File: config.mk
export PLATFORM = sky130hd
export DESIGN_NAME = mem_stage
export DESIGN_NICKNAME = d
export VERILOG_FILES = /design/src/rtl/mem_stage_pkg.sv /design/src/rtl/mem_load_align.sv /design/src/rtl/mem_stage.sv
export SDC_FILE = /design/constraint.sdc
export NUM_CORES = 1
export LEC_CHECK = 0
export BUFFER_PORTS_ARGS = -buffer_cell sky130_fd_sc_hd__buf_2
export CAP_MARGIN = 20
export CORE_MARGIN = 8
export CORE_UTILIZATION = 52
export CTS_CLUSTER_DIAMETER = 50
export DETAILED_ROUTE_END_ITERATION = 12
export PLACE_DENSITY = 0.87
export SLEW_MARGIN = 20
export SYNTH_ARGS = -nofsm -noshare
export SYNTH_HDL_FRONTEND = slang
export SYNTH_SLANG_ARGS = --single-unit
File: constraint.sdc
create_clock -name clk -period 2.73 [get_ports clk]
set_input_delay 0.4095 -clock clk [delete_from_list [all_inputs] [get_ports clk]]
set_output_delay 0.4095 -clock clk [all_outputs]
set_load 0.02 [all_outputs]
File: src/rtl/mem_stage_pkg.sv
// Shared definitions for the MEM pipeline stage: bus widths, bus field
// layouts, load-type codes, FSM encoding and small load-shaping helpers.
package mem_stage_pkg;

  localparam int ES_TO_MS_BUS_WD = 130;
  localparam int MS_TO_WS_BUS_WD = 123;
  localparam int MS_TO_DS_BUS_WD = 42;

  // Bit of c0_bus that marks an eret instruction
  localparam int C0_ERET_BIT = 10;

  // Load-type codes carried in load_op
  localparam logic [2:0] LD_LW  = 3'd0;
  localparam logic [2:0] LD_LB  = 3'd1;
  localparam logic [2:0] LD_LBU = 3'd2;
  localparam logic [2:0] LD_LH  = 3'd3;
  localparam logic [2:0] LD_LHU = 3'd4;
  localparam logic [2:0] LD_LWL = 3'd5;
  localparam logic [2:0] LD_LWR = 3'd6;

  // Memory-response tracking states
  typedef enum logic [1:0] {
    ST_IDLE = 2'd0,
    ST_WAIT = 2'd1,
    ST_HOLD = 2'd2
  } ms_state_e;

  // EX -> MEM bus, MSB first
  typedef struct packed {
    logic [31:0] badvaddr;
    logic [10:0] c0_bus;
    logic        bd;
    logic        ex;
    logic [4:0]  excode;
    logic        mem_re;
    logic [2:0]  load_op;
    logic [1:0]  addr_lo;
    logic        req;
    logic [3:0]  rf_we;
    logic [4:0]  dest;
    logic [31:0] result;
    logic [31:0] pc;
  } es_to_ms_t;

  // MEM -> WB bus, MSB first
  typedef struct packed {
    logic [31:0] badvaddr;
    logic [10:0] c0_bus;
    logic        bd;
    logic        ex;
    logic [4:0]  excode;
    logic [3:0]  rf_we;
    logic [4:0]  dest;
    logic [31:0] final_result;
    logic [31:0] pc;
  } ms_to_ws_t;

  // MEM -> ID forwarding bus, MSB first
  typedef struct packed {
    logic [3:0]  rf_we;
    logic [4:0]  dest;
    logic [31:0] data;
    logic        load_pending;
  } ms_to_ds_t;

  // Extend a byte to a word, signed or unsigned
  function automatic logic [31:0] ext_byte(input logic [7:0] b, input logic sgn);
    logic fill;
    fill = sgn & b[7];
    return {{24{fill}}, b};
  endfunction

  // Extend a halfword to a word, signed or unsigned
  function automatic logic [31:0] ext_half(input logic [15:0] h, input logic sgn);
    logic fill;
    fill = sgn & h[15];
    return {{16{fill}}, h};
  endfunction

  // Register byte enables for lwl: upper bytes written, count grows with addr_lo
  function automatic logic [3:0] lwl_we(input logic [1:0] addr_lo);
    logic [3:0] we;
    case (addr_lo)
      2'd0:    we = 4'b1000;
      2'd1:    we = 4'b1100;
      2'd2:    we = 4'b1110;
      2'd3:    we = 4'b1111;
      default: we = 4'b1111;
    endcase
    return we;
  endfunction

  // Register byte enables for lwr: lower bytes written, count shrinks with addr_lo
  function automatic logic [3:0] lwr_we(input logic [1:0] addr_lo);
    logic [3:0] we;
    case (addr_lo)
      2'd0:    we = 4'b1111;
      2'd1:    we = 4'b0111;
      2'd2:    we = 4'b0011;
      2'd3:    we = 4'b0001;
      default: we = 4'b1111;
    endcase
    return we;
  endfunction

endpackage

File: src/rtl/mem_load_align.sv
// Combinational load data extraction: picks the byte/half lane selected by
// the low address bits, extends it, and produces register byte enables.
module mem_load_align
  import mem_stage_pkg::*;
(
  input  logic [2:0]  load_op,
  input  logic [1:0]  addr_lo,
  input  logic [31:0] rdata,
  output logic [31:0] load_data,
  output logic [3:0]  load_we
);

  logic [7:0]  byte_s;
  logic [15:0] half_s;
  logic [1:0]  lwl_sh_s;

  // Select the addressed byte lane
  always_comb begin
    byte_s = rdata[7:0];
    case (addr_lo)
      2'd0:    byte_s = rdata[7:0];
      2'd1:    byte_s = rdata[15:8];
      2'd2:    byte_s = rdata[23:16];
      2'd3:    byte_s = rdata[31:24];
      default: byte_s = rdata[7:0];
    endcase
  end

  // Select the addressed halfword lane and the lwl shift amount in bytes
  always_comb begin
    half_s   = rdata[15:0];
    lwl_sh_s = 2'd3 - addr_lo;
    if (addr_lo[1]) begin
      half_s = rdata[31:16];
    end else begin
      half_s = rdata[15:0];
    end
  end

  // Shape the word and byte enables according to the load type
  always_comb begin
    load_data = rdata;
    load_we   = 4'b1111;
    case (load_op)
      LD_LW:  load_data = rdata;
      LD_LB:  load_data = ext_byte(byte_s, 1'b1);
      LD_LBU: load_data = ext_byte(byte_s, 1'b0);
      LD_LH:  load_data = ext_half(half_s, 1'b1);
      LD_LHU: load_data = ext_half(half_s, 1'b0);
      LD_LWL: begin
        load_data = rdata << {lwl_sh_s, 3'b000};
        load_we   = lwl_we(addr_lo);
      end
      LD_LWR: begin
        load_data = rdata >> {addr_lo, 3'b000};
        load_we   = lwr_we(addr_lo);
      end
      default: begin
        load_data = rdata;
        load_we   = 4'b1111;
      end
    endcase
  end

endmodule

File: src/rtl/mem_stage.sv
// MEM pipeline stage: holds one instruction, waits for its data-SRAM
// response, buffers the read data when WB stalls, discards responses that
// belong to flushed requests, and forwards results to WB and ID.
module mem_stage
  import mem_stage_pkg::*;
(
  input  logic                       clk,
  input  logic                       resetn,
  input  logic                       es_to_ms_valid,
  input  logic [ES_TO_MS_BUS_WD-1:0] es_to_ms_bus,
  output logic                       ms_allowin,
  input  logic                       ws_allowin,
  output logic                       ms_to_ws_valid,
  output logic [MS_TO_WS_BUS_WD-1:0] ms_to_ws_bus,
  input  logic                       data_sram_data_ok,
  input  logic [31:0]                data_sram_rdata,
  input  logic                       flush,
  input  logic                       es_req_killed,
  output logic [MS_TO_DS_BUS_WD-1:0] ms_to_ds_bus,
  output logic                       ms_ex_or_eret
);

  es_to_ms_t   es_in_s;
  es_to_ms_t   es_bus_q, es_bus_d;
  logic        ms_valid_q, ms_valid_d;
  ms_state_e   state_q, state_d;
  logic [1:0]  discard_cnt_q, discard_cnt_d;
  logic [31:0] hold_data_q, hold_data_d;

  logic        counted_ok_s;
  logic        drop_ok_s;
  logic        flush_pend_s;
  logic [2:0]  discard_sum_s;
  logic        ready_go_s;
  logic        load_en_s;
  logic [31:0] rdata_src_s;
  logic [31:0] load_data_s;
  logic [3:0]  load_we_s;
  ms_to_ws_t   ws_bus_s;
  ms_to_ds_t   ds_bus_s;

  assign es_in_s = es_to_ms_bus;

  // Pipeline handshake: when this stage may finish and accept a new entry
  always_comb begin
    counted_ok_s = data_sram_data_ok & (discard_cnt_q == 2'd0);
    ready_go_s   = 1'b0;
    case (state_q)
      ST_IDLE: ready_go_s = ~es_bus_q.req;
      ST_WAIT: ready_go_s = counted_ok_s;
      ST_HOLD: ready_go_s = 1'b1;
      default: ready_go_s = 1'b0;
    endcase
    ms_allowin     = ~ms_valid_q | (ready_go_s & ws_allowin);
    ms_to_ws_valid = ms_valid_q & ready_go_s & ~flush;
    load_en_s      = es_to_ms_valid & ms_allowin;
  end

  // Response FSM next state; flush wins, a newly loaded entry restarts tracking
  always_comb begin
    state_d = state_q;
    if (flush) begin
      state_d = ST_IDLE;
    end else if (load_en_s) begin
      state_d = es_in_s.req ? ST_WAIT : ST_IDLE;
    end else begin
      case (state_q)
        ST_IDLE: state_d = ST_IDLE;
        ST_WAIT: begin
          if (counted_ok_s) begin
            state_d = ws_allowin ? ST_IDLE : ST_HOLD;
          end else begin
            state_d = ST_WAIT;
          end
        end
        ST_HOLD: begin
          if (ws_allowin) begin
            state_d = ST_IDLE;
          end else begin
            state_d = ST_HOLD;
          end
        end
        default: state_d = ST_IDLE;
      endcase
    end
  end

  // Valid bit, entry payload and held read data
  always_comb begin
    ms_valid_d  = ms_valid_q;
    es_bus_d    = es_bus_q;
    hold_data_d = hold_data_q;
    if (flush) begin
      ms_valid_d = 1'b0;
    end else if (ms_allowin) begin
      ms_valid_d = es_to_ms_valid;
    end else begin
      ms_valid_d = ms_valid_q;
    end
    if (load_en_s) begin
      es_bus_d = es_in_s;
    end else begin
      es_bus_d = es_bus_q;
    end
    if ((state_q == ST_WAIT) && counted_ok_s && !ws_allowin) begin
      hold_data_d = data_sram_rdata;
    end else begin
      hold_data_d = hold_data_q;
    end
  end

  // Outstanding responses to throw away. A flush in WAIT only orphans our
  // request if its own response is not arriving this cycle; a stale response
  // landing with the flush does not count as ours.
  always_comb begin
    flush_pend_s  = flush & (state_q == ST_WAIT) & ~counted_ok_s;
    drop_ok_s     = data_sram_data_ok & (discard_cnt_q != 2'd0);
    discard_sum_s = {1'b0, discard_cnt_q} + {2'b00, flush_pend_s}
                  + {2'b00, es_req_killed} - {2'b00, drop_ok_s};
    if (discard_sum_s > 3'd3) begin
      discard_cnt_d = 2'd3;
    end else begin
      discard_cnt_d = discard_sum_s[1:0];
    end
  end

  // Read data comes straight from the SRAM unless it was parked in HOLD
  always_comb begin
    if (state_q == ST_HOLD) begin
      rdata_src_s = hold_data_q;
    end else begin
      rdata_src_s = data_sram_rdata;
    end
  end

  mem_load_align u_load_align (
    .load_op   (es_bus_q.load_op),
    .addr_lo   (es_bus_q.addr_lo),
    .rdata     (rdata_src_s),
    .load_data (load_data_s),
    .load_we   (load_we_s)
  );

  // Assemble WB and forwarding buses
  always_comb begin
    ws_bus_s.badvaddr = es_bus_q.badvaddr;
    ws_bus_s.c0_bus   = es_bus_q.c0_bus;
    ws_bus_s.bd       = es_bus_q.bd;
    ws_bus_s.ex       = es_bus_q.ex;
    ws_bus_s.excode   = es_bus_q.excode;
    ws_bus_s.dest     = es_bus_q.dest;
    ws_bus_s.pc       = es_bus_q.pc;
    if (es_bus_q.mem_re) begin
      ws_bus_s.final_result = load_data_s;
    end else begin
      ws_bus_s.final_result = es_bus_q.result;
    end
    if (es_bus_q.ex) begin
      ws_bus_s.rf_we = 4'b0000;
    end else if (es_bus_q.mem_re) begin
      ws_bus_s.rf_we = load_we_s;
    end else begin
      ws_bus_s.rf_we = es_bus_q.rf_we;
    end

    if (ms_valid_q) begin
      ds_bus_s.rf_we = ws_bus_s.rf_we;
    end else begin
      ds_bus_s.rf_we = 4'b0000;
    end
    ds_bus_s.dest         = es_bus_q.dest;
    ds_bus_s.data         = ws_bus_s.final_result;
    ds_bus_s.load_pending = ms_valid_q & es_bus_q.mem_re & ~ready_go_s;

    ms_to_ws_bus  = ws_bus_s;
    ms_to_ds_bus  = ds_bus_s;
    ms_ex_or_eret = ms_valid_q & (es_bus_q.ex | es_bus_q.c0_bus[C0_ERET_BIT]);
  end

  // State registers; reset abandons any request in flight
  always_ff @(posedge clk or negedge resetn) begin
    if (!resetn) begin
      ms_valid_q    <= 1'b0;
      es_bus_q      <= '0;
      state_q       <= ST_IDLE;
      discard_cnt_q <= 2'd0;
      hold_data_q   <= 32'd0;
    end else begin
      ms_valid_q    <= ms_valid_d;
      es_bus_q      <= es_bus_d;
      state_q       <= state_d;
      discard_cnt_q <= discard_cnt_d;
      hold_data_q   <= hold_data_d;
    end
  end

endmodule
==> run summary, run 1 <==
- 12 — initial antenna violation count
- 0.0107 sq mm — area of the mapped netlist
- sky130_fd_sc_hd__clkbuf_16 — CTS Root Cell
- 0 — max-cap viol count
- 0.572 ns — slew at the pin closest to its max-slew limit
- 60.8% — Relative slew margins
- 52.8% — Starting Density
- 336 — Port Buffer Count
- 1083 — nets in the synthesized netlist
- 0.200 ns — hold slack final
- 0.953 — RD Place Congestion
- 62.4% — share of cells above drive strength 1
- input port to register — type of the worst min-delay path
- 831 mW/mm^2 — Pwr per Cell Area
- 159 um — Die Y-Extent
- 0.0141 ns — Layout Skew
- 6.57 nW — LEAKAGE
- 11.7 sq um — Avg Inst Size Synth
- 0.0202 sq mm — area inside the core boundary
- 907 — Post-Syn Instances
- 0 — Slew Viols, Final
- 36300 um — post-detailed-routing wire length
- true — RSZ-0062 raised after global routing
- 64 — final-report setup violation count
- 52600 um — first-pass GRT wire length
- 0 — number of warnings reported in the yosys synthesis log
- 0.00419 sq mm — Sequential cell area
- 8755 — routed vias
- 17200 um — length of routed met2 wiring
- 52 — floorplan row count
- met5 — DR top layer
- 5.99 — detailed-route vias per instance
- 0.08 ns — clock transition at the registers of the reported paths
- 3780 um — met3 WL post-DR
- 2.32 ns — Data required, critical path
- 0.000505 V — Max VDD drop
- 0 — ANT nets after route
- 2 — clock buffer depth
- 3.18 ns — minimum clock period
- 167 — post-synthesis sequential element count
- 1381 — Filler Cell Count
- 26.3% — total global-route track usage
- 75 — Unique masters post-synth
- 12 — Crit Path Max Fanout
- 4 — CTS H-Tree Depth
- 8895 — via count of the first global-routing pass
- 100% — post-synthesis async set-or-reset flop share
- 39.2% — portion of the post-synthesis area used by sequential elements
- -19.44 ns — final setup TNS
- 337 — number of primary I/O pins
- -0.454 ns — Worst Setup Slack, final
- built — clock tree from TritonCTS
- 159 um — width of the die
- 71 — maximum number of pins on one net before global-route repair
- 13200 um — Post-Route M1 WL
- sky130_fd_sc_hd__dfrtp_1 — Primary FF master, synth
- 1350 — nets
- register to primary output — category of the critical setup timing path
- 0.00567 sq mm — multi-input gate area in the final layout
- 314 MHz — maximum operating frequency
- primary output — endpoint type of the worst setup path
- 0.43 ns — clock insertion delay at the later pin of the skew report
- 167 — clock sink total
- 275 x sky130_fd_sc_hd__buf_2, 161 x sky130_fd_sc_hd__dfrtp_1, 96 x sky130_fd_sc_hd__mux2_2, 80 x sky130_fd_sc_hd__mux2_4, 75 x sky130_fd_sc_hd__buf_4 — most frequent cells in the layout
- sky130_fd_sc_hd__buf_2 — most common library cell in the layout ignoring fill and taps
- 17 — total clock buffers created by CTS
- 39.2% — area share of the largest cell type after synthesis
- 29.8% — synth-to-layout area growth
- 1059 — number of design-rule violations left by the first detailed-router iteration
- register — kind of launch point of the worst setup path
- 0 — number of enable flip-flop cells after synthesis
- 0 — number of design rule violations left after detail routing
- 6 — drt first pass iters
- 0 — global route total overflow
- 25800 um — post-DP HPWL
- complete, but fails checks — status
- 24.8 um — Routed WL per cell
- 0.0253 sq mm — area of the die
- sky130_fd_sc_hd__dfrtp_1 — top cell type by total area after synthesis
- 0 — Final Hold Violating Endpoints
- 2.77 ns — Worst EP arrival
- sky130_fd_sc_hd__dfrtp_1 39%, sky130_fd_sc_hd__mux2_4 11%, sky130_fd_sc_hd__mux2_2 10% — cell types occupying the most area after synthesis
- 117% — crit share post-route
- setup timing — violated checks
- 68.6% — post-layout util
==> report_power, final <==
| group | total [mW] | switching [mW] | internal (mW) |
|---|---|---|---|
| logic | 5.54 | 3.03 | 2.51 |
| registers | 3.42 | 0.441 | 2.98 |
| clock network | 2.53 | 1.19 | 1.35 |
==> worst paths after layout <==
check	startpoint	end	slack, ns	cells past startpoint
min in group asynchronous	resetn	discard_cnt_q[0]$_DFF_PN0_	0.50	2
setup reg to reg	state_q[0]$_DFF_PN0_	es_bus_q[49]$_DFFE_PN0P_	0.17	10
setup / recovery	state_q[0]$_DFF_PN0_	ms_to_ws_bus[52]	-0.45	10
hold reg to reg	ms_to_ws_bus[83]$_DFFE_PN0P_	ms_to_ws_bus[83]$_DFFE_PN0P_	0.51	1
hold / removal	es_to_ms_bus[18]	ms_to_ws_bus[18]$_DFFE_PN0P_	0.20	2
max in group asynchronous	resetn	es_bus_q[35]$_DFFE_PN0P_	1.39	3
==> timing repair <==
item / CTS / global route
hold buffers: 1 / 0
buffers inserted: 12 / 21
setup endpoints to repair: 68 / 66
cloned: 1 / 1
hold endpoints to repair: 51 / 0
pin swaps: 26 / 22
gates resized for setup: 138 / 99
==> layout make-up <==
type / instances / share of cell area, %
Clock buffer: 18 / 3.18
Clock inverter: 14 / 1.26
Multi-Input combinational cell: 546 / 41.0
Tap cell: 270 / 2.44
Inverter: 13 / 0.362
Antenna cell: 4 / 0.0724
Sequential cell: 167 / 30.3
Timing Repair Buffer: 429 / 21.4
==> state kept, by name (all words and copies together) (netlist names) <==
signal and cells:
ms_to_ds_bus 5, discard_cnt_q 2, es_bus_q 43, ms_to_ws_bus 82, hold_data_q 32, state_q 2, ms_valid_q 1
==> logic make-up (layout without fill, tap and decap cells) <==
| group | after synthesis | after routing | synth area share (%) |
|---|---|---|---|
| AO/OA/AOI/OAI | 153 | 153 | 10.7 |
| XOR/XNOR | 1 | 1 | 0.0822 |
| adder cells (fa/ha/maj) | 7 | 7 | 0.963 |
| buffers and inverters | 194 | 474 | 12.8 |
| flip-flops | 167 | 167 | 39.2 |
| multiplexers | 245 | 245 | 29.3 |
| other | 0 | 4 | 0 |
| AND/OR/NAND/NOR | 140 | 140 | 6.93 |
==> through the flow <==
| stage | setup slack [ns] | total power [mW] | instance area, sq um | instances |
|---|---|---|---|---|
| detailed placement | -0.0471 | 7.92 | 12000 | 1391 |
| floorplan | -0.0297 | 6.91 | 10700 | 907 |
| finish | -0.454 | 11.5 | 13800 | 1461 |
| CTS | -0.262 | 11.0 | 13300 | 1436 |
| global route | -0.503 | 11.9 | 13800 | 1460 |
| global placement | -0.0413 | 7.82 | 12000 | 1391 |
==> synthesized netlist by cell type, types with 13 or more instances <==
cell type and number:
sky130_fd_sc_hd__mux2_4 79, sky130_fd_sc_hd__nand3_1 14, sky130_fd_sc_hd__clkbuf_1 13, sky130_fd_sc_hd__buf_6 13, sky130_fd_sc_hd__mux2_2 97, sky130_fd_sc_hd__buf_2 18, sky130_fd_sc_hd__a21oi_1 31, sky130_fd_sc_hd__mux2i_1 57
sky130_fd_sc_hd__nand2_1 29, sky130_fd_sc_hd__o21ai_0 35, sky130_fd_sc_hd__nor2_1 40, sky130_fd_sc_hd__dfrtp_1 167, sky130_fd_sc_hd__buf_4 134
==> layer usage <==
layer / vias to the layer above / GRT usage (%)
li1: 3708 / -
met4: 16 / 11.7
met2: 618 / 42.4
met1: 4240 / 31.7
met5: - / 0
met3: 173 / 8.35
==> critical path, stage by stage, from the launching register on <==
cell and delay, ns:
sky130_fd_sc_hd__dfrtp_1 0.41, sky130_fd_sc_hd__inv_2 0.09, sky130_fd_sc_hd__ha_4 0.20, sky130_fd_sc_hd__buf_12 0.17
sky130_fd_sc_hd__buf_12 0.14, sky130_fd_sc_hd__buf_12 0.12, sky130_fd_sc_hd__mux4_2 0.37, sky130_fd_sc_hd__a21oi_1 0.28
sky130_fd_sc_hd__o211a_1 0.31, sky130_fd_sc_hd__a21oi_4 0.09, sky130_fd_sc_hd__buf_6 0.15
Note: power is estimated with default switching activity, not from simulation.
==> run 2: changes to the inputs <==
--- a/config.mk
+++ b/config.mk
@@ -7,2 +7,3 @@
 export LEC_CHECK = 0
+export ABC_AREA = 1
 export BUFFER_PORTS_ARGS = -buffer_cell sky130_fd_sc_hd__buf_2
@@ -13,4 +14,4 @@
 export DETAILED_ROUTE_END_ITERATION = 12
-export PLACE_DENSITY = 0.87
-export SLEW_MARGIN = 20
+export PLACE_DENSITY = 0.88
+export SLEW_MARGIN = 40
 export SYNTH_ARGS = -nofsm -noshare
==> constraint.sdc (replaced) <==
create_clock -name clk -period 2.73 [get_ports clk]
set_input_delay 0.819 -clock clk [delete_from_list [all_inputs] [get_ports clk]]
set_output_delay 0.819 -clock clk [all_outputs]
set_load 0.02 [all_outputs]
==> run summary, run 2 <==
- 64.9% — Relative slew margins, +4.2 points
- 35 — Unique masters post-synth, -53%
- 155 um — Die Y-Extent, -2.6%
- 0.07 ns — clock transition at the registers of the reported paths, about the same
- 1783 — nets, +32%
- 2.51 ns — Worst EP arrival, -0.26 ns
- 7.46 sq um — Avg Inst Size Synth, -36%
- 2 — clock buffer depth, unchanged
- 51 — floorplan row count, -1.9%
- 0.0136 sq mm — post-layout instance area, -1.7%
- 336 — Port Buffer Count, unchanged
- 0 — number of design rule violations left after detail routing, unchanged
- buffers and inverters — Largest delay share family, worst path
- 27100 um — post-DP HPWL, +5.0%
- 0 — number of enable flip-flop cells after synthesis, unchanged
- sky130_fd_sc_hd__dfrtp_1 42%, sky130_fd_sc_hd__nand2_1 18%, sky130_fd_sc_hd__nand3_1 12% — cell types occupying the most area after synthesis
- register to primary output — category of the critical setup timing path
- sky130_fd_sc_hd__clkbuf_16 — CTS Root Cell
- 0.00516 sq mm — multi-input gate area in the final layout, -9.0%
- sky130_fd_sc_hd__dfrtp_1 — slowest stage cell on the critical path
- 0 — Final Hold Violating Endpoints, unchanged
- -0.601 ns — Worst Setup Slack, final, -0.146 ns
- 0.00419 sq mm — Sequential cell area, unchanged
- 0.0192 sq mm — area inside the core boundary, -4.8%
- 70.7% — post-layout util, +2.2 points
- 43.0% — share of cells above drive strength 1, -19 points
- sky130_fd_sc_hd__nand2_1 — most common library cell in the layout ignoring fill and taps
- 0 — global route total overflow, unchanged
- 167 — post-synthesis sequential element count, unchanged
- setup timing — violated checks
- 17 — total clock buffers created by CTS, unchanged
- 0.43 ns — clock insertion delay at the later pin of the skew report, about the same
- 1211 — number of design-rule violations left by the first detailed-router iteration, +14%
- 718 mW/mm^2 — Pwr per Cell Area, -14%
- 0 — number of warnings reported in the yosys synthesis log, unchanged
- 155 um — width of the die, -2.6%
- register — kind of launch point of the worst setup path
- input port to asynchronous set/reset pin — type of the worst min-delay path
- 0 — Slew Viols, Final, unchanged
- 33.5% — simple-gate share of the synthesized area, +27 points
- 57200 um — first-pass GRT wire length, +8.6%
- 7.39 nW — LEAKAGE, +13%
- sky130_fd_sc_hd__dfrtp_1 — Primary FF master, synth
- 10548 — routed vias, +20%
- 9.75 mW — overall power consumption, -15%
- 0.40 ns — worst stage delay on the critical path, about the same
- 0.0117 sq mm — area of placed instances, -2.2%
- 1.02% — adder and majority cell fraction of the synthesized area, +0.059 points
- 1521 — nets in the synthesized netlist, +40%
- 3.59% — mux share of post-synthesis cell area, -26 points
- 0.0873% — xor/xnor share of the synthesized area, +0.0050 points
- 52.3% — Starting Density, -0.56 points
- sky130_fd_sc_hd__dfrtp_1 — top cell type by total area after synthesis
- 167 — clock sink total, unchanged
- 1.91 ns — Data required, critical path, -0.41 ns
- 3.33 ns — minimum clock period, +0.146 ns
- 4 — CTS H-Tree Depth, unchanged
- 35.4% — synth-to-layout area growth
- 41.6% — area share of the largest cell type after synthesis, +2.4 points
- 82 — flip-flop count of the largest register after layout, unchanged
- complete, but fails checks — status
- simple AND/OR/NAND/NOR gates — dominant combinational cell family by area after synthesis
- 0 — max-cap viol count, unchanged
- 12 — Crit Path Max Fanout, unchanged
- 30.3% — total global-route track usage, +4.0 points
- 1.01 — RD Place Congestion, +6.4%
- 69 — final-report setup violation count, +7.8%
- true — RSZ-0062 raised after global routing
- 10535 — via count of the first global-routing pass, +18%
- built — clock tree from TritonCTS
- primary output — endpoint type of the worst setup path
- 100% — post-synthesis async set-or-reset flop share, unchanged
- 6 — drt first pass iters, unchanged
- 41.6% — portion of the post-synthesis area used by sequential elements, +2.4 points
- 1457 — Filler Cell Count, +5.5%
- 5.36% — post-synthesis compound-gate area fraction, -5.3 points
- 0.0154 ns — Layout Skew, +0.00131 ns
- 0.526 ns — slew at the pin closest to its max-slew limit, -0.0465 ns
- inv_2, ha_4, inv_6, buf_12, nand2_1, nand3_2, nand3_1, nand2_1, inv_1, nand3_1, o21ai_1, buf_4, nand2_4, buf_4 — list of cells traversed by the critical path
- sky130_fd_sc_hd__nand2_1 — most common cell in the synthesized netlist
- 0.000490 V — Max VDD drop, -3.0%
- 300 MHz — maximum operating frequency, -4.4%
- 1345 — Post-Syn Instances, +48%
- 96 — maximum number of pins on one net before global-route repair, +35%
- 410 x sky130_fd_sc_hd__nand2_1, 266 x sky130_fd_sc_hd__buf_2, 200 x sky130_fd_sc_hd__nand3_1, 161 x sky130_fd_sc_hd__dfrtp_1, 106 x sky130_fd_sc_hd__buf_4 — most frequent cells in the layout
- 5.58 — detailed-route vias per instance, -6.8%
- 5 — initial antenna violation count, -7
- 20.3 um — Routed WL per cell, -18%
- 337 — number of primary I/O pins, unchanged
- 0 — Hold-fix buffers, CTS, -1
- 38300 um — post-detailed-routing wire length, +5.6%
- 0.0240 sq mm — area of the die, -5.2%
- 122% — crit share post-route, +5.4 points
- 6 — CP Buf/Inv Count, +1
- 0.0100 sq mm — area of the mapped netlist, -5.8%
- 0 — ANT nets after route, unchanged
- 475 x sky130_fd_sc_hd__nand2_1, 232 x sky130_fd_sc_hd__nand3_1, 167 x sky130_fd_sc_hd__dfrtp_1 — ranking of synthesized cells by instance count
- -31.22 ns — final setup TNS, -11.78 ns
[run 2: timing repair]
action                                  in CTS  in global routing
endpoints found under the setup margin      73                 74
resized for setup                          238                 79
pin swaps                                   44                 25
buffers inserted                            10                  6
gates cloned                                 1                  1
hold endpoints to repair                     0                  0
[run 2: kinds of logic (layout without fill, tap and decap cells)]
kind of cell | Yosys count | after routing
and+or+nand+nor | 792 | 792
buffers and inverters | 246 | 521
DFF | 167 | 167
AOI/OAI and AO/OA | 100 | 100
muxes | 32 | 32
adders and majority gates | 7 | 7
xor gates and xnor gates | 1 | 1
other | 0 | 4
[run 2: path summary, 6_finish.rpt]
check	start	end	slack [ns]	depth (start not counted)
min	resetn	hold_data_q[6]$_DFFE_PN0P_	0.35	1
max	state_q[0]$_DFF_PN0_	ms_to_ws_bus[45]	-0.60	14
min reg2reg	ms_to_ws_bus[10]$_DFFE_PN0P_	ms_to_ws_bus[10]$_DFFE_PN0P_	0.47	2
max reg2reg	state_q[1]$_DFF_PN0_	state_q[0]$_DFF_PN0_	0.40	12
max in group asynchronous	resetn	state_q[1]$_DFF_PN0_	1.74	2
min in group clk	ms_to_ws_bus[10]$_DFFE_PN0P_	ms_to_ws_bus[10]$_DFFE_PN0P_	0.47	2
[run 2: area by class of cell]
class | count | area share (%)
diodes | 4 | 0.0737
clock buffers | 17 | 3.13
clock inverters | 15 | 1.31
inverters | 48 | 1.51
multi-input cells | 932 | 38.0
flip-flops and latches | 167 | 30.8
well taps | 265 | 2.44
repair buffers | 441 | 22.8
[run 2: power breakdown]
part / switching [mW] / internal (mW) / total (mW)
clock: 1.17 / 1.32 / 2.49
sequential: 0.262 / 2.85 / 3.11
combinational: 2.56 / 1.59 / 4.15
[run 2: through the flow]
step | hold slack [ns] | setup WS, ns | std cells
final | 0.348 | -0.601 | 1889
after global routing | 0.375 | -0.626 | 1889
after detailed placement | 0.453 | -0.250 | 1838
after floorplan | 0.437 | 0.00196 | 1345
after CTS | 0.356 | -0.466 | 1878
after global placement | 0.448 | -0.248 | 1838
[run 2: routing by layer]
metal  wire length [um]  GRT usage, %
met5                  8             0
met4               1800          15.7
met3               3880          7.43
met2              18400          50.0
met1              14200          36.1
